`config.mk`:
```
export PLATFORM = sky130hd
export DESIGN_NAME = arena_scanner_flat
export DESIGN_NICKNAME = d
export VERILOG_FILES = /design/src/rtl/arena_scanner_if.sv /design/src/rtl/arena_scanner.sv /design/src/flat_wrapper.sv
export SDC_FILE = /design/constraint.sdc
export NUM_CORES = 1
export LEC_CHECK = 0
export ABC_AREA = 1
export BUFFER_PORTS_ARGS = -buffer_cell sky130_fd_sc_hd__buf_2
export CAP_MARGIN = 20
export CORE_ASPECT_RATIO = 0.75
export CORE_UTILIZATION = 46
export DETAILED_ROUTE_END_ITERATION = 8
export PLACE_DENSITY = 0.75
export SLEW_MARGIN = 10
export SYNTH_ARGS = -nofsm -noshare
export SYNTH_HDL_FRONTEND = slang
export SYNTH_SLANG_ARGS = --single-unit
```
`constraint.sdc`:
```
create_clock -name clk -period 1.9 [get_ports clk]
set_clock_uncertainty 0.05 [all_clocks]
set_input_delay 0.38 -clock clk [delete_from_list [all_inputs] [get_ports clk]]
set_output_delay 0.38 -clock clk [all_outputs]
set_load 0.02 [all_outputs]
```
`src/rtl/arena_scanner_if.sv`:
```
// Bundle between the arena scanner, the grid storage and the render stage.
// Carries the frame tick, the grid read port, the tile handshake and the status outputs.
// The master modport is the scanner side. The slave modport is the grid/render side.
interface arena_scanner_if;
  logic       start;
  logic [3:0] rd_row;
  logic [3:0] rd_col;
  logic [1:0] arena_q;
  logic [1:0] bomb_q;
  logic       tile_valid;
  logic       tile_ready;
  logic [2:0] tile_code;
  logic [3:0] tile_row;
  logic [3:0] tile_col;
  logic       tile_last;
  logic       busy;
  logic       done;
  logic [7:0] frame_cnt;

  modport master (
    input  start, arena_q, bomb_q, tile_ready,
    output rd_row, rd_col, tile_valid, tile_code, tile_row, tile_col,
           tile_last, busy, done, frame_cnt
  );

  modport slave (
    output start, arena_q, bomb_q, tile_ready,
    input  rd_row, rd_col, tile_valid, tile_code, tile_row, tile_col,
           tile_last, busy, done, frame_cnt
  );
endinterface

```
`src/rtl/arena_scanner.sv`:
```
// Scans the arena/bomb grids row-major on a frame tick and streams merged 3-bit tile codes.
// Latency: 3 cycles per cell (ADDR, CAPT, SEND); done pulses 3*ROWS*COLS+1 cycles after start.
// Backpressure: a tile waits in SEND with all fields and read address frozen until tile_ready.
// Ports: clk, rst (async active-high); bus = arena_scanner_if.master carrying start,
//   the grid read port (rd_row/rd_col -> arena_q/bomb_q, one-cycle latency), the tile
//   valid/ready stream (tile_code/row/col/last) and status (busy, done, frame_cnt).
module arena_scanner #(
  parameter int ROWS = 10,
  parameter int COLS = 10
) (
  input  logic            clk,
  input  logic            rst,
  arena_scanner_if.master bus
);

  localparam logic [2:0] IDLE = 3'd0;
  localparam logic [2:0] ADDR = 3'd1;
  localparam logic [2:0] CAPT = 3'd2;
  localparam logic [2:0] SEND = 3'd3;
  localparam logic [2:0] DONE = 3'd4;

  localparam logic [3:0] LAST_ROW = 4'(ROWS - 1);
  localparam logic [3:0] LAST_COL = 4'(COLS - 1);

  logic [2:0] state;
  logic [3:0] row;
  logic [3:0] col;
  logic [2:0] code_r;
  logic [3:0] trow_r;
  logic [3:0] tcol_r;
  logic       last_r;
  logic [7:0] frame_r;

  // Block beats bomb, player standing on a bomb gets its own code, a bare bomb
  // maps its fuse stage onto 4..6.
  function automatic logic [2:0] merge(input logic [1:0] a, input logic [1:0] b);
    if (b == 2'd0)      return {1'b0, a};
    else if (a == 2'd0) return 3'd3 + {1'b0, b};
    else if (a == 2'd1) return 3'd1;
    else                return 3'd7;
  endfunction

  always_ff @(posedge clk or posedge rst) begin
    if (rst) begin
      state   <= IDLE;
      row     <= '0;
      col     <= '0;
      code_r  <= '0;
      trow_r  <= '0;
      tcol_r  <= '0;
      last_r  <= 1'b0;
      frame_r <= '0;
    end else begin
      case (state)
        IDLE: begin
          if (bus.start) begin
            row   <= '0;
            col   <= '0;
            state <= ADDR;
          end
        end
        // Address is already on rd_row/rd_col; grid data arrives next cycle.
        ADDR: state <= CAPT;
        CAPT: begin
          code_r <= merge(bus.arena_q, bus.bomb_q);
          trow_r <= row;
          tcol_r <= col;
          last_r <= (row == LAST_ROW) && (col == LAST_COL);
          state  <= SEND;
        end
        SEND: begin
          if (bus.tile_ready) begin
            if (last_r) begin
              // Counted on entry to DONE so the new value is visible with done.
              frame_r <= frame_r + 8'd1;
              state   <= DONE;
            end else begin
              if (col == LAST_COL) begin
                col <= '0;
                row <= row + 4'd1;
              end else begin
                col <= col + 4'd1;
              end
              state <= ADDR;
            end
          end
        end
        DONE:    state <= IDLE;
        default: state <= IDLE;
      endcase
    end
  end

  // Counters only move on acceptance, so the read address is stable across stalls.
  assign bus.rd_row     = row;
  assign bus.rd_col     = col;
  assign bus.tile_valid = (state == SEND);
  assign bus.tile_code  = code_r;
  assign bus.tile_row   = trow_r;
  assign bus.tile_col   = tcol_r;
  assign bus.tile_last  = last_r;
  assign bus.busy       = (state != IDLE);
  assign bus.done       = (state == DONE);
  assign bus.frame_cnt  = frame_r;

endmodule

```
`src/flat_wrapper.sv`:
```
// flat-port wrapper written by rule: the top's interface ports become plain ports
module arena_scanner_flat 
#(
  parameter int ROWS = 10,
  parameter int COLS = 10
)
  (clk, rst, bus_start, bus_arena_q, bus_bomb_q, bus_tile_ready, bus_rd_row, bus_rd_col, bus_tile_valid, bus_tile_code, bus_tile_row, bus_tile_col, bus_tile_last, bus_busy, bus_done, bus_frame_cnt);
  arena_scanner_if bus_i ();
  input  logic clk;
  input  logic rst;
  input wire logic [$bits(bus_i.start)-1:0] bus_start;
  input wire logic [$bits(bus_i.arena_q)-1:0] bus_arena_q;
  input wire logic [$bits(bus_i.bomb_q)-1:0] bus_bomb_q;
  input wire logic [$bits(bus_i.tile_ready)-1:0] bus_tile_ready;
  output wire logic [$bits(bus_i.rd_row)-1:0] bus_rd_row;
  output wire logic [$bits(bus_i.rd_col)-1:0] bus_rd_col;
  output wire logic [$bits(bus_i.tile_valid)-1:0] bus_tile_valid;
  output wire logic [$bits(bus_i.tile_code)-1:0] bus_tile_code;
  output wire logic [$bits(bus_i.tile_row)-1:0] bus_tile_row;
  output wire logic [$bits(bus_i.tile_col)-1:0] bus_tile_col;
  output wire logic [$bits(bus_i.tile_last)-1:0] bus_tile_last;
  output wire logic [$bits(bus_i.busy)-1:0] bus_busy;
  output wire logic [$bits(bus_i.done)-1:0] bus_done;
  output wire logic [$bits(bus_i.frame_cnt)-1:0] bus_frame_cnt;
  assign bus_i.start = bus_start;
  assign bus_i.arena_q = bus_arena_q;
  assign bus_i.bomb_q = bus_bomb_q;
  assign bus_i.tile_ready = bus_tile_ready;
  assign bus_rd_row = bus_i.rd_row;
  assign bus_rd_col = bus_i.rd_col;
  assign bus_tile_valid = bus_i.tile_valid;
  assign bus_tile_code = bus_i.tile_code;
  assign bus_tile_row = bus_i.tile_row;
  assign bus_tile_col = bus_i.tile_col;
  assign bus_tile_last = bus_i.tile_last;
  assign bus_busy = bus_i.busy;
  assign bus_done = bus_i.done;
  assign bus_frame_cnt = bus_i.frame_cnt;
  arena_scanner #(.ROWS(ROWS), .COLS(COLS)) u_core (.clk(clk), .rst(rst), .bus(bus_i));
endmodule
```
Yosys cells after proc, flatten, opt, wreduce, memory -nomap -nowiden

Index checks and enable logic that the tools add are counted.

Bits of input ports: 8
Register bits: 31
Logic and storage cells: 49
Output and inout bits: 31

Eq/ne operators: 11
Reductions and logical operators: 10
Multiplexer cells: 16
$add $sub $neg: 4

Operators by type and width:

| operator                                       | count |
|---|---|
| 2-to-1 mux 4 bit                               | 7 |
| 2-to-1 mux 3 bit                               | 6 |
| one-hot mux 4 bit (2 select lines)             | 2 |
| one-hot mux 3 bit (4 select lines)             | 1 |
| adder 4 x 1 -> 4 bit (second input constant)   | 2 |
| adder 8 x 1 -> 8 bit (second input constant)   | 1 |
| == test 4 bit (second input constant)          | 2 |
| == test 3 x 2 -> 1 bit (second input constant) | 2 |
| != test 2 bit (second input constant)          | 3 |
| AND reduction 5 bit                            | 1 |
| logical NOT 2 bit                              | 2 |
| AND reduction 4 bit                            | 1 |
| adder 2 x 2 -> 3 bit (first input constant)    | 1 |
| == test 3 x 1 -> 1 bit (second input constant) | 1 |
| == test 3 bit (second input constant)          | 1 |
| logical NOT 3 bit                              | 1 |
| AND reduction 3 bit                            | 1 |
| nonzero test 3 bit                             | 1 |
| == test 2 x 1 -> 1 bit (second input constant) | 1 |
| != test 2 x 1 -> 1 bit (second input constant) | 1 |
| AND reduction 2 bit                            | 1 |
| nonzero test 2 bit                             | 1 |
| logical AND 1 bit                              | 1 |

Depth between registers and ports, before layout

Word-level depth: 5
Mapped depth: 9
Mapped depth without buffers: 8

Worst setup path after synthesis

Ideal clock, no wire load.

Path type: reg-to-output
From: register u_core.state[1]
To: output bus_done
Arrival time: 1.007 ns
Buffers on the path: 0
Cell stages (with the launch flop): 3
Required time: 1.470 ns
Setup slack: 0.463 ns
Cells stage by stage: dfrtp_1 or2_2 nor2_1

Word-level cells in the longest chain between the ends: 1

Ends and longest elaborated chain:

| what                   | line                 | RTL |
|---|---|---|
| from (decl)            | arena_scanner.sv:25  | `logic [2:0] state;` |
| from (signal assigned) | arena_scanner.sv:45  | `state <= IDLE;` |
| from (signal assigned) | arena_scanner.sv:59  | `state <= ADDR;` |
| from (signal assigned) | arena_scanner.sv:63  | `ADDR: state <= CAPT;` |
| == test 3 bit          | arena_scanner.sv:103 | `assign bus.done = (state == DONE);` |
| to (decl)              | flat_wrapper.sv:23   | `output wire logic [$bits(bus_i.done)-1:0] bus_done;` |

Every way passes these cells.

Final worst setup path

Ends and elaborated chain as after synthesis.

==> results.py <==
metrics = {
    "clock_network": {
        "post_cts_setup_buffer_count": 0,
        "cts_buffer_depth": 2,
        "worstSkewPairLatency_ps": 290,
        "clkSinkCount": 31,
        "cts_resized": 0,
        "tritoncts": "yes",
        "clk_slew_on_worst_s_h_paths_ps": 60,
        "cts_inserted_buffers": 5,
        "cts.htree.levels": 2,
        "cts-hold-fix-buffers": 0,
        "root_driver": "sky130_fd_sc_hd__clkbuf_8",
    },
    "die": {
        "core_region_area_um2": 3310,
        "initial_core_utilization_pct": 48.3,
        "die-area_um2": 3720,
        "die_height_um": 53.1,
        "io_pins": 39,
        "core.rowCount": 18,
        "die_w_um": 70.1,
    },
    "place": {
        "place_inst": 275,
        "post_detailed_placement_half_perimeter_wirelength_um": 2350,
        "globalplace.congestion": 0.776,
        "numPortBuffers": 38,
        "placed_inst_area_um2": 1830,
    },
    "critical_path": {
        "rr_startpoint": "u_core.state[1]",
        "crit_path_cell_trace": "or2_2, nor2_1, buf_2",
        "setup.worst_path.start_class": "register",
        "crit_fanout": 6,
        "critPathKind": "reg2out",
        "reg2regPathDepth": 6,
        "critical_path.slowest_cell": "sky130_fd_sc_hd__dfrtp_1",
        "crit_arrival_ps": 1300,
        "cp.required_ps": 1470,
        "cp_endpoint_kind": "output pin",
        "rr_endpoint": "u_core.bus.frame_cnt[5]",
        "timing.critical_path.slowest_cell_delay_ps": 440,
        "ff2ff_setup_slack_ps": 300,
    },
    "global_route": {
        "grt.total_usage_pct": 18.6,
        "first_global_vias": 1157,
        "maximum_number_of_pins_on_one_net_before_global_route_repair": 32,
        "grt-ovfl-total": 0,
        "antenna_found_initial": 0,
        "wire_length_of_the_first_global_routing_pass_um": 5100,
    },
    "synthesis": {
        "yosys-top-cells-area": "sky130_fd_sc_hd__dfrtp_1, sky130_fd_sc_hd__nand2_1, sky130_fd_sc_hd__inv_1",
        "ys_seq_elements": 31,
        "yosysTopAreaCellShare_pct": 48.5,
        "post_syn_instances": 198,
        "yosysSeqAreaShare_pct": 48.5,
        "netlist_area_um2": 1600,
        "synth_nets": 213,
        "synthesis.yosys.warnings": 0,
        "syn-mean-instance-area_um2": 8.08,
        "ys_types": 22,
        "synth_top_area_cell": "sky130_fd_sc_hd__dfrtp_1",
    },
    "layout": {
        "final_instance_area_um2": 1930,
        "post-route-util_pct": 58.3,
        "synth_to_layout_area_growth_pct": 20.7,
        "insertedDiodeCount": 0,
        "finalNetCount": 257,
        "fraction_of_layout_cells_with_a_size_suffix_above_1_pct": 24.7,
        "stdcell_count": 283,
    },
    "route": {
        "wl_per_cell_um": 11.2,
        "route.antenna.remaining_nets": 0,
        "vias": 1352,
        "drc": 0,
        "firstDrtPassIters": 4,
        "detailedRoute.firstIterationViolations": 111,
        "wl_um": 3180,
        "avgViaCountPerCell": 4.78,
    },
    "worst_hold_path": {
        "hold_path_class": "in2async",
    },
    "sta": {
        "timing_worst_slew_pin_value_ps": 464,
        "max_clock_freq_ghz": 0.578,
        "finalWorstPathRequiredPeriod_ps": 1730,
        "fin_crit_sh_pct": 91.0,
        "grt_setup_unrepaired": "no",
        "hold_violations": 0,
        "fin_hold_ws_ps": 110,
        "timing.final.setup_violations": 0,
        "timing.final.max_slew_violations": 0,
        "timing.slew.headroom_pct": 69.0,
        "tns_ps": 0,
    },
    "pwr": {
        "power.density_cell_area_nw_per_um2": 1290,
        "cellLeakagePower_nw": 1.08,
        "vdd_drop_max_uv": 831,
    },
    "run": {
        "drv.max_cap_violation_count": 0,
    },
    "outcome": {
        "status": "completed",
    },
}
==> how the worst max path moves through the flow <==
| stage | endpoint | slack [ps] | start | depth (start not counted) |
|---|---|---|---|---|
| after floorplan | bus_done | 460 | u_core.state[1] | 2 |
| final | bus_done | 170 | u_core.state[1] | 3 |
| after global placement | u_core.bus.frame_cnt[5] | 350 | u_core.state[1] | 6 |
| after detailed placement | u_core.bus.frame_cnt[5] | 310 | u_core.state[1] | 6 |
| after global routing | bus_done | 110 | u_core.state[1] | 3 |
| after CTS | bus_done | 160 | u_core.state[1] | 3 |
==> per-layer routing <==
layer | track usage, % | part of all wire, %
met5 | 0 | 0
met4 | 11.0 | 2.3
met3 | 4.76 | 4.7
met2 | 23.9 | 39
met1 | 27.6 | 54
==> state kept, by name, summed over array words and instances (netlist names) <==
register and count:
u_core.bus.frame_cnt 8, u_core.bus.rd_col 4, u_core.bus.rd_row 4, u_core.bus.tile_code 3
u_core.bus.tile_col 4, u_core.bus.tile_last 1, u_core.bus.tile_row 4, u_core.state 3
==> stage by stage <==
stage | total power [mW] | setup slack, ps
2_1_floorplan | 1.65 | 463
3_3_place_gp | 1.91 | 350
3_5_place_dp | 1.93 | 307
4_1_cts | 2.50 | 159
5_1_grt | 2.65 | 107
6_report | 2.49 | 171
==> power breakdown <==
part | switching (mW) | internal, mW
sequential | 0.133 | 0.805
combinational | 0.662 | 0.323
clock | 0.235 | 0.330
==> critical path, delay by kind of cell, from the launching register on <==
family | cells | cell delay, ps
flops | 1 | 440
simple gates | 2 | 410
buf+inv | 1 | 170
==> cells in the final DEF, fill, tap and decap left out, types with 5 or more instances in the layout <==
cell / n
sky130_fd_sc_hd__buf_2: 38
sky130_fd_sc_hd__nand2_1: 55
sky130_fd_sc_hd__inv_1: 28
sky130_fd_sc_hd__dfrtp_1: 31
sky130_fd_sc_hd__nand3_1: 15
sky130_fd_sc_hd__nor2_1: 13
sky130_fd_sc_hd__ha_1: 7
sky130_fd_sc_hd__o21ai_0: 15
sky130_fd_sc_hd__clkbuf_8: 7
sky130_fd_sc_hd__nand2_2: 5
==> logic make-up after synthesis <==
logic type | count (synthesis) | synth area share (%)
AOI/OAI and AO/OA | 22 | 7.04
DFF | 31 | 48.5
and+or+nand+nor | 101 | 27.7
xor gates and xnor gates | 5 | 2.74
adders and majority gates | 7 | 5.48
buffers and inverters | 32 | 8.53
==> final cells by class <==
type	instances	area (um^2)
repair buffers	41	213
flip-flops and latches	31	776
multi-input cells	135	687
fillers	304	1380
inverters	28	105
clock buffers	8	100
well taps	40	50.0
==> cell usage after synthesis <==
library cell	instances
sky130_fd_sc_hd__nor2_1	13
sky130_fd_sc_hd__buf_2	1
sky130_fd_sc_hd__clkbuf_1	1
sky130_fd_sc_hd__xor2_1	3
sky130_fd_sc_hd__ha_1	7
sky130_fd_sc_hd__o21ai_0	15
sky130_fd_sc_hd__nor2_2	3
sky130_fd_sc_hd__nor2_4	1
sky130_fd_sc_hd__o22ai_1	1
sky130_fd_sc_hd__dfrtp_1	31
sky130_fd_sc_hd__nand4_1	2
sky130_fd_sc_hd__nand3_1	15
sky130_fd_sc_hd__buf_6	2
sky130_fd_sc_hd__xnor2_1	2
sky130_fd_sc_hd__a31oi_1	1
sky130_fd_sc_hd__inv_1	28
sky130_fd_sc_hd__nand2_2	5
sky130_fd_sc_hd__or2_2	3
sky130_fd_sc_hd__o21ai_1	4
sky130_fd_sc_hd__nand2_1	55
sky130_fd_sc_hd__a21oi_1	1
sky130_fd_sc_hd__nor3_1	4
No activity file was read; power rests on OpenSTA's default activity.
